File: src/rtl/sbox_engine.sv
// sbox_engine: time-multiplexed AES SubBytes / InvSubBytes.
// LANES shared S-box lanes, valid/ready handshake on both sides.
module sbox_engine #(
  parameter int LANES = 4
) (
  input  logic         clk,
  input  logic         reset_n,
  input  logic         in_valid,
  output logic         in_ready,
  input  logic         in_dir,
  input  logic [127:0] in_state,
  output logic         out_valid,
  input  logic         out_ready,
  output logic [127:0] out_state
);

  localparam int NCYC = 16 / LANES;
  localparam int CW   = (NCYC > 1) ? $clog2(NCYC) : 1;
  localparam logic [CW-1:0] LAST = CW'(NCYC - 1);

  if (LANES != 1 && LANES != 2 && LANES != 4 &&
      LANES != 8 && LANES != 16) begin : g_bad_lanes
    $error("sbox_engine: LANES must be 1, 2, 4, 8 or 16");
  end

  typedef enum logic [1:0] {
    IDLE,
    RUN,
    DONE
  } state_t;

  state_t        state;
  logic [CW-1:0] cnt;
  logic          dir_q;
  logic [7:0]    src [16];
  logic [7:0]    res [16];
  logic [7:0]    in_b [16];

  logic [3:0]    base;
  logic [3:0]    lane_idx [LANES];
  logic [7:0]    lane_out [LANES];

  // GF(2^8) multiply by x, modulo x^8+x^4+x^3+x+1
  function automatic logic [7:0] xt(input logic [7:0] a);
    return {a[6:0], 1'b0} ^ (a[7] ? 8'h1b : 8'h00);
  endfunction

  function automatic logic [7:0] gmul(
    input logic [7:0] a,
    input logic [7:0] b
  );
    logic [7:0] p;
    logic [7:0] r;
    p = a;
    r = '0;
    for (int i = 0; i < 8; i++) begin
      if (b[i]) r = r ^ p;
      p = xt(p);
    end
    return r;
  endfunction

  // x^254 = x^-1 for x != 0; maps 00 to 00 on its own
  function automatic logic [7:0] ginv(input logic [7:0] x);
    logic [7:0] p;
    logic [7:0] r;
    p = x;
    r = 8'h01;
    for (int i = 1; i < 8; i++) begin
      p = gmul(p, p);
      r = gmul(r, p);
    end
    return r;
  endfunction

  function automatic logic [7:0] aff(input logic [7:0] b);
    logic [7:0] y;
    y = '0;
    for (int i = 0; i < 8; i++) begin
      y[i] = b[i] ^ b[(i+4)%8] ^ b[(i+5)%8] ^
             b[(i+6)%8] ^ b[(i+7)%8];
    end
    return y ^ 8'h63;
  endfunction

  function automatic logic [7:0] iaff(input logic [7:0] b);
    logic [7:0] y;
    y = '0;
    for (int i = 0; i < 8; i++) begin
      y[i] = b[(i+2)%8] ^ b[(i+5)%8] ^ b[(i+7)%8];
    end
    return y ^ 8'h05;
  endfunction

  // one inverter per lane, shared by both directions
  function automatic logic [7:0] sub(
    input logic [7:0] x,
    input logic       inv
  );
    logic [7:0] g;
    g = ginv(inv ? iaff(x) : x);
    return inv ? g : aff(g);
  endfunction

  for (genvar k = 0; k < 16; k++) begin : g_bytes
    assign in_b[k] = in_state[127-8*k -: 8];
    assign out_state[127-8*k -: 8] = res[k];
  end

  assign base = 4'(int'(cnt) * LANES);

  for (genvar j = 0; j < LANES; j++) begin : g_lane
    assign lane_idx[j] = base + 4'(j);
    assign lane_out[j] = sub(src[lane_idx[j]], dir_q);
  end

  // control FSM, operand capture and result write-back
  always_ff @(posedge clk or negedge reset_n) begin
    if (!reset_n) begin
      state     <= IDLE;
      in_ready  <= 1'b1;
      out_valid <= 1'b0;
      cnt       <= '0;
      dir_q     <= 1'b0;
      src       <= '{default: '0};
      res       <= '{default: '0};
    end else begin
      unique case (state)
        IDLE: begin
          if (in_valid) begin
            src      <= in_b;
            dir_q    <= in_dir;
            cnt      <= '0;
            in_ready <= 1'b0;
            state    <= RUN;
          end
        end
        RUN: begin
          for (int j = 0; j < LANES; j++) begin
            res[lane_idx[j]] <= lane_out[j];
          end
          if (cnt == LAST) begin
            cnt       <= '0;
            out_valid <= 1'b1;
            state     <= DONE;
          end else begin
            cnt <= cnt + 1'b1;
          end
        end
        DONE: begin
          if (out_ready) begin
            out_valid <= 1'b0;
            in_ready  <= 1'b1;
            state     <= IDLE;
          end
        end
        default: begin
          out_valid <= 1'b0;
          in_ready  <= 1'b1;
          state     <= IDLE;
        end
      endcase
    end
  end

endmodule

File: config.mk
export PLATFORM = sky130hd
export DESIGN_NAME = sbox_engine
export DESIGN_NICKNAME = d
export VERILOG_FILES = /design/src/rtl/sbox_engine.sv
export SDC_FILE = /design/constraint.sdc
export NUM_CORES = 2
export LEC_CHECK = 0
export BUFFER_PORTS_ARGS = -buffer_cell sky130_fd_sc_hd__buf_4
export CORE_AREA = 5 5 426 428
export DETAILED_ROUTE_END_ITERATION = 12
export DIE_AREA = 0 0 431 433
export PLACE_DENSITY = 0.59
export SLEW_MARGIN = 20
export SYNTH_ARGS = -nofsm -noshare
export SYNTH_HDL_FRONTEND = slang
export SYNTH_SLANG_ARGS = --single-unit
export TNS_END_PERCENT = 1
File: constraint.sdc
create_clock -name clk -period 40.2 [get_ports clk]
set_input_delay 4.02 -clock clk [delete_from_list [all_inputs] [get_ports clk]]
set_output_delay 4.02 -clock clk [all_outputs]
set_load 0.05 [all_outputs]
# [Word-level counts from Yosys, hierarchy flattened]
# Index checks and enable logic that the tools add are counted.
[totals] wordCells=1869 output_inout_bits=130 romBits=0 latch_bits=0 mem_count=0 ff_bits=263 inputBits=133 ramBits=0
[classes] multipliers=0 n_reduce_logical=11 mux=857 shifts=0 div_mod_pow=0 n_eq_ne=6 order_cmp=8 bitwise=946 addsub=4
[op_table] cell="2-to-1 mux 8 bit" n=440
[op_table] cell="XOR 8 x 5 -> 8 bit" n=364
[op_table] cell="XOR 8 bit" n=364
[op_table] cell="2-to-1 mux 5 bit" n=368
[op_table] cell="bitwise mux 128 bit" n=4
[op_table] cell="XOR 1 bit" n=176
[op_table] cell="binary-select mux 8 bit (select 4 bit)" n=4
[op_table] cell="demux 8 bit (select 4 bit)" n=4
[op_table] cell="2-to-1 mux 7 bit" n=4
[op_table] cell="NOT 1 bit, first input constant" n=28
[op_table] cell="2-to-1 mux 6 bit" n=4
[op_table] cell=">= comparator 5 bit, second input constant" n=4
[op_table] cell="< comparator 5 x 1 -> 1 bit, second input constant" n=4
[op_table] cell="NOT 4 -> 5 bit" n=4
[op_table] cell="2-to-1 mux 2 bit" n=9
[op_table] cell="2-to-1 mux 4 bit" n=4
[op_table] cell="NOT 4 bit" n=4
[op_table] cell="2-to-1 mux 3 bit" n=4
[op_table] cell="AND reduction 3 bit" n=3
[op_table] cell="adder 4 x 2 -> 4 bit, second input constant" n=2
[op_table] cell="2-to-1 mux 1 bit" n=8
[op_table] cell="NOT 2 bit" n=4
[op_table] cell="inequality test 2 bit, second input constant" n=3
[op_table] cell="one-hot mux 1 bit (3 select lines)" n=2
[op_table] cell="other kinds (11)" n=17

# [Depth between registers and ports, before layout]
[depth] depth_word=145 depth_mapped=80 mapped_depth_nobuf=65

# [Worst setup path before layout]
# No wires, ideal clock.
[synth_timing] path_type="register to register" start="register cnt[0]" end="register res, in the netlist out_state[127]" t_required_ns=40.069 period_less_slack_ns=18.385 n_path_buf=11 stages_incl_launch_ff=76 path_slack_ns=21.815 arrival_ns=18.254 setup_ns=0.131 path_cell_list="dfrtp_1 > buf_6 > mux4_2 > buf_4 > xor3_1 > mux2i_4 > inv_2 > clkbuf_1 > ha_1 > nand2_1 > xor2_1 > inv_1 > buf_1 > clkbuf_1 > buf_1 > buf_1 > ha_1 > clkbuf_1 > [40 not listed] > xor2_1 > mux2_2 > xnor2_1 > clkbuf_1 > a211oi_1 > a311oi_1 > xnor3_1 > xnor2_1 > nand2_1 > xnor2_1 > mux2i_1 > xnor2_1 > xnor3_1 > xor2_2 > xnor3_1 > nor2_1 > xnor2_1 > o21ai_1"
[synth_between] elab_chain_cells=141 word_cells_on_any_way=1675 classes_between="add/sub: 3; order compare: 8; mux: 844; bitwise: 816; reduce/logical: 4"
[synth_lines] element="from (decl)" line_no="33" rtl="logic [CW-1:0] cnt;"
[synth_lines] element="from (signal assigned)" line_no="147" rtl="cnt <= cnt + 1'b1;"
[synth_lines] element="adder 4 x 1 -> 4 bit or NOT 4 -> 5 bit (tied branches)" line_no="113, 114, 140"
[synth_lines] element="NOT 4 -> 5 bit (not written as such) or binary-select mux 8 bit (select 4 bit) (tied branches)" line_no="114, 140"
[synth_lines] element="binary-select mux 8 bit (select 4 bit) or 2-to-1 mux 8 bit (tied branches)" line_no="114" rtl="assign lane_out[j] = sub(src[lane_idx[j]], dir_q);"
[synth_lines] element="2-to-1 mux 8 bit (not written as such)" line_no="114"
[synth_lines] element="2-to-1 mux 8 bit (not written as such) or XOR 1 bit (tied branches)" line_no="114, 90"
[synth_lines] element="XOR 1 bit" line_no="90" rtl="y[i] = b[(i+2)%8] ^ b[(i+5)%8] ^ b[(i+7)%8];"
[synth_lines] element="XOR 1 bit or NOT 2 bit (tied branches)"
[synth_lines] element="NOT 2 bit (no line) or 2-to-1 mux 8 bit (tied branches)"
[synth_lines] element="[123 not listed]"
[synth_lines] element="XOR 8 bit or 2-to-1 mux 8 bit (tied branches)" line_no="57" rtl="if (b[i]) r = r ^ p;"
[synth_lines] element="2-to-1 mux 8 bit or XOR 1 bit (tied branches)" line_no="57, 80"
[synth_lines] element="XOR 1 bit (2 in a row)" line_no="80" rtl="y[i] = b[i] ^ b[(i+4)%8] ^ b[(i+5)%8] ^"
[synth_lines] element="XOR 1 bit, on equally long branches" line_no="80, 81"
[synth_lines] element="XOR 1 bit or 2-to-1 mux 8 bit (tied branches)" line_no="81, 102"
[synth_lines] element="2-to-1 mux 8 bit or bitwise mux 128 bit (tied branches)" line_no="102, 140"
[synth_lines] element="bitwise mux 128 bit (2 in a row)" line_no="140" rtl="res[lane_idx[j]] <= lane_out[j];"
[synth_lines] element="bitwise mux 128 bit (*)" line_no="140"
[synth_lines] element="to (signal, indexed assignment)" line_no="140"
[synth_lines] element="to (decl)" line_no="36" rtl="logic [7:0] res [16];"
# Every way passes the cells marked *; elsewhere a longest branch is shown, timed or not. The select of a mux whose other input is x is not followed.
# A chain may end at the register's enable or synchronous reset.

# [Worst setup path after layout]
[layout_timing] start="register cnt[0]" end="register res, in the netlist out_state[2]"
[layout_between] elab_chain_cells=140 word_cells_on_any_way=1675 classes_between="add/sub: 3; order compare: 8; mux: 844; bitwise: 816; reduce/logical: 4"
[layout_lines] element="adder 4 x 1 -> 4 bit or NOT 4 -> 5 bit (tied branches)" line_no="113, 114, 140"
[layout_lines] element="NOT 4 -> 5 bit (not written as such) or binary-select mux 8 bit (select 4 bit) (tied branches)" line_no="114, 140"
[layout_lines] element="binary-select mux 8 bit (select 4 bit) or 2-to-1 mux 8 bit (tied branches)" line_no="114"
[layout_lines] element="2-to-1 mux 8 bit (not written as such)" line_no="114"
[layout_lines] element="2-to-1 mux 8 bit (not written as such) or XOR 1 bit (tied branches)" line_no="114, 90"
[layout_lines] element="XOR 1 bit" line_no="90"
[layout_lines] element="XOR 1 bit, or another cell as far along" line_no="90"
[layout_lines] element="2-to-1 mux 8 bit, or another cell as far along" line_no="101" rtl="g = ginv(inv ? iaff(x) : x);"
[layout_lines] element="[122 not listed]"
[layout_lines] element="XOR 8 bit or 2-to-1 mux 8 bit (tied branches)" line_no="57"
[layout_lines] element="2-to-1 mux 8 bit or XOR 1 bit (tied branches)" line_no="57, 80"
[layout_lines] element="XOR 1 bit (2 in a row)" line_no="80"
[layout_lines] element="XOR 1 bit, on equally long branches" line_no="80, 81"
[layout_lines] element="XOR 1 bit or 2-to-1 mux 8 bit (tied branches)" line_no="81, 102"
[layout_lines] element="2-to-1 mux 8 bit or bitwise mux 128 bit (tied branches)" line_no="102, 140"
[layout_lines] element="bitwise mux 128 bit (2 in a row)" line_no="140"
[layout_lines] element="bitwise mux 128 bit (*)" line_no="140"
# Marked as above.

==> impl_metrics.csv <==
group,metric,value,unit
drt,route.met3.wl,11350,um
critical_path,cp.required,40.69,ns
place,dp_hpwl,160200,um
critical_path,r2r_start,"cnt[0]",
timing,relSlewSlack,24.56,%
critical_path,cp-end-kind,"register",
job,timing.max_cap.violations,0,
timing,setup_viol,0,
timing,setup_tns,0,ns
floorplan,rows,155,
synth,ys_top_cells_by_area,"xnor2_1, dfrtp_1, xnor3_1",
floorplan,start_util,39.73,%
cts,cts_resized,0,
synth,syn_area,0.07051,sq mm
cts,cts.clk_slew.worst_paths,0.07,ns
drt,top_layer_used,"met4",
timing,skew,0.01372,ns
drt,drt_first_pass_iters,6,
place,portBuffers,262,
synth,synthMuxAreaShare,8.285,%
timing,clock.fmax,0.04492,GHz
run_status,status,"finished, final reports clean",
cts,hold_buffers,0,
place,place_congestion,0.9055,
final_layout,syn_to_final_growth,8.526,%
timing,post-route-period-util,55.38,%
global_routing,grt_start_max_net_pins,81,
drt,drc,0,
synth,ys_seq_area_share,9.336,%
min_path,min_to,"out_state[6]",
synth,synthSimpleGateAreaFrac,18.34,%
synth,synthArstFlopShare,100.0,%
critical_path,r2r_slack,17.94,ns
synth,synth_compound_area_share,17.00,%
synth,yosys_most_used_dff,"dfrtp_1",
cts,root_buffer,"clkbuf_16",
critical_path,slowest_stage,"xor2_2",
global_routing,antenna_found_initial,3,
drt,ant_nets,0,
drt,via_per_inst,5.705,
synth,synth_cell_types,134,
drt,drt_iter0_markers,5555,
cts,clk_latency,0.64,ns
synth,synth-edff-count,0,
global_routing,grt_overflow,0,
synth,synth-seq-cells,263,
global_routing,grt_pass1_wl,350600,um
critical_path,crit_top_cell,"xnor2_1",
drt,wl_met2,106900,um
drt,wl,221000,um
drt,post_drt_wl_per_cell,19.53,um
final_layout,seq_area,0.006589,sq mm
timing,period_minus_slack,22.26,ns
final_layout,drive_above_1_share,13.67,%
synth,synthCells,8971,
synth,synth_top_family_by_area,"XOR/XNOR gates",
synth,synth_xor_area_share,42.01,%
floorplan,io-pin-count,263,
final_layout,multiInputGateArea,0.06144,sq mm
critical_path,path_delay_family,"XOR/XNOR gates",
critical_path,worstSetupPathType,"reg -> reg",
critical_path,cp.arrival,22.75,ns
timing,rsz0062_at_grt,"false",
critical_path,critPathBufInv,6,
min_path,holdPathStages,2,
floorplan,dieArea,0.1866,sq mm
final_layout,fillers,17680,
timing,worst_pin_slew,1.124,ns
min_path,min_path_type,"reg -> reg",
critical_path,cp-start-kind,"register",
synth,syn_avg_cell_area,7.860,sq um
synth,synth_nets,9136,
synth,yosys_warnings,0,
min_path,min_from,"out_state[6]",
floorplan,die_h,433,um
global_routing,grt_pass1_vias,61670,
critical_path,cp_slowest_stage_delay,0.78,ns
cts,postCtsSetupBuffers,0,
drt,via_count,64550,
synth,netlist.area_leader.share,20.61,%
synth,yosysTopAreaCell,"xnor2_1",
cts,cts_buffer_depth,3,
drt,wl_met1,95450,um
cts,h-tree-depth,1,
cts,cts_tree,"yes",
floorplan,core_area,0.1775,sq mm
floorplan,die_w,431,um
critical_path,crit_fanout,35,
cts,clock-sinks,263,
timing,hold_viol_final,0,
synth,synth_fa_ha_area_share,0.6246,%
final_layout,nNetsFinal,9099,
global_routing,grt_usage,22.54,%
timing,drv_slew,0,
critical_path,reg2reg_depth,62,
critical_path,r2r-end,"out_state[2]",
cts,cts_made_buffers,31,
kinds of logic after synthesis:
logic type / Yosys count
simple gates: 2981
fa+ha+maj: 36
flops: 263
buf+inv: 730
xor+xnor: 2624
mux: 492
compound gates: 1845
cell usage after synthesis (73+ instances only):
library cell / count
o21ai_0: 315
dfrtp_1: 262
o21ai_1: 169
xnor2_1: 1659
a21oi_1: 441
nand2_1: 975
a31oi_1: 75
nor2_1: 1190
inv_1: 93
nand3_1: 170
a211oi_1: 73
mux2i_1: 239
nor3_1: 223
buf_2: 117
o22ai_1: 128
mux2_2: 184
clkbuf_1: 390
xor2_1: 442
xnor3_1: 265
o211ai_1: 77
xnor2_2: 99
per-stage QoR:
| stage | utilization (%) | worst slack (ns) | hold slack [ns] | instance area, sq um | std cells |
|---|---|---|---|---|---|
| after CTS | 43.09 | 18.05 | 0.4880 | 76460 | 11310 |
| after global placement | 42.49 | 18.31 | 0.4689 | 75400 | 11260 |
| after detailed placement | 42.51 | 18.12 | 0.4722 | 75430 | 11260 |
| final | 43.12 | 17.94 | 0.4812 | 76520 | 11320 |
| after global routing | 43.12 | 16.63 | 0.5009 | 76520 | 11310 |
| after floorplan | - | 21.81 | 0.4752 | 70510 | 8971 |
layout make-up:
class	count	area share, %
Clock buffer	39	1.105
Clock inverter	18	0.2371
Timing Repair Buffer	536	5.294
Sequential cell	263	8.610
Multi-Input combinational cell	7978	80.28
Inverter	124	0.6115
Antenna cell	2	0.006540
Tap cell	2355	3.851
cells in the final DEF (no fill, tap or decap), types with 184 or more instances in the layout:
cell type / instances
xnor2_1: 1601
nor2_1: 1189
nand2_1: 971
buf_4: 534
a21oi_1: 441
xor2_1: 429
o21ai_0: 315
xnor3_1: 265
dfrtp_1: 259
mux2i_1: 238
nor3_1: 223
mux2_2: 184
worst min-delay path: stages, from the launching register on:
cell and delay [ns]:
dfrtp_1 0.35, nand2_1 0.05, o31ai_1 0.05
layer usage:
layer / GRT usage (%) / vias up
met5: 0 / -
met4: 7.057 / 0
met3: 1.208 / 293
met2: 39.14 / 2175
met1: 30.17 / 31110
li1: - / 30980
registers in the layout (all words and copies together), names as in the netlist:
| signal | flops |
|---|---|
| src | 128 |
| state | 2 |
| dir_q | 1 |
| in_ready | 1 |
| out_valid | 1 |
| out_state | 128 |
| cnt | 2 |
worst max-delay path by stage:
stage               startpoint        endpoint  cells after the start
finish                  cnt[0]    out_state[2]                     62
global route            cnt[0]    out_state[2]                     62
CTS                     cnt[0]   out_state[34]                     62
detailed placement      cnt[0]   out_state[34]                     62
global placement        cnt[0]   out_state[34]                     62
floorplan               cnt[0]  out_state[127]                     75
Power is not shown: default switching activity piles up to over one toggle a cycle in this logic, so the estimate is an artifact.
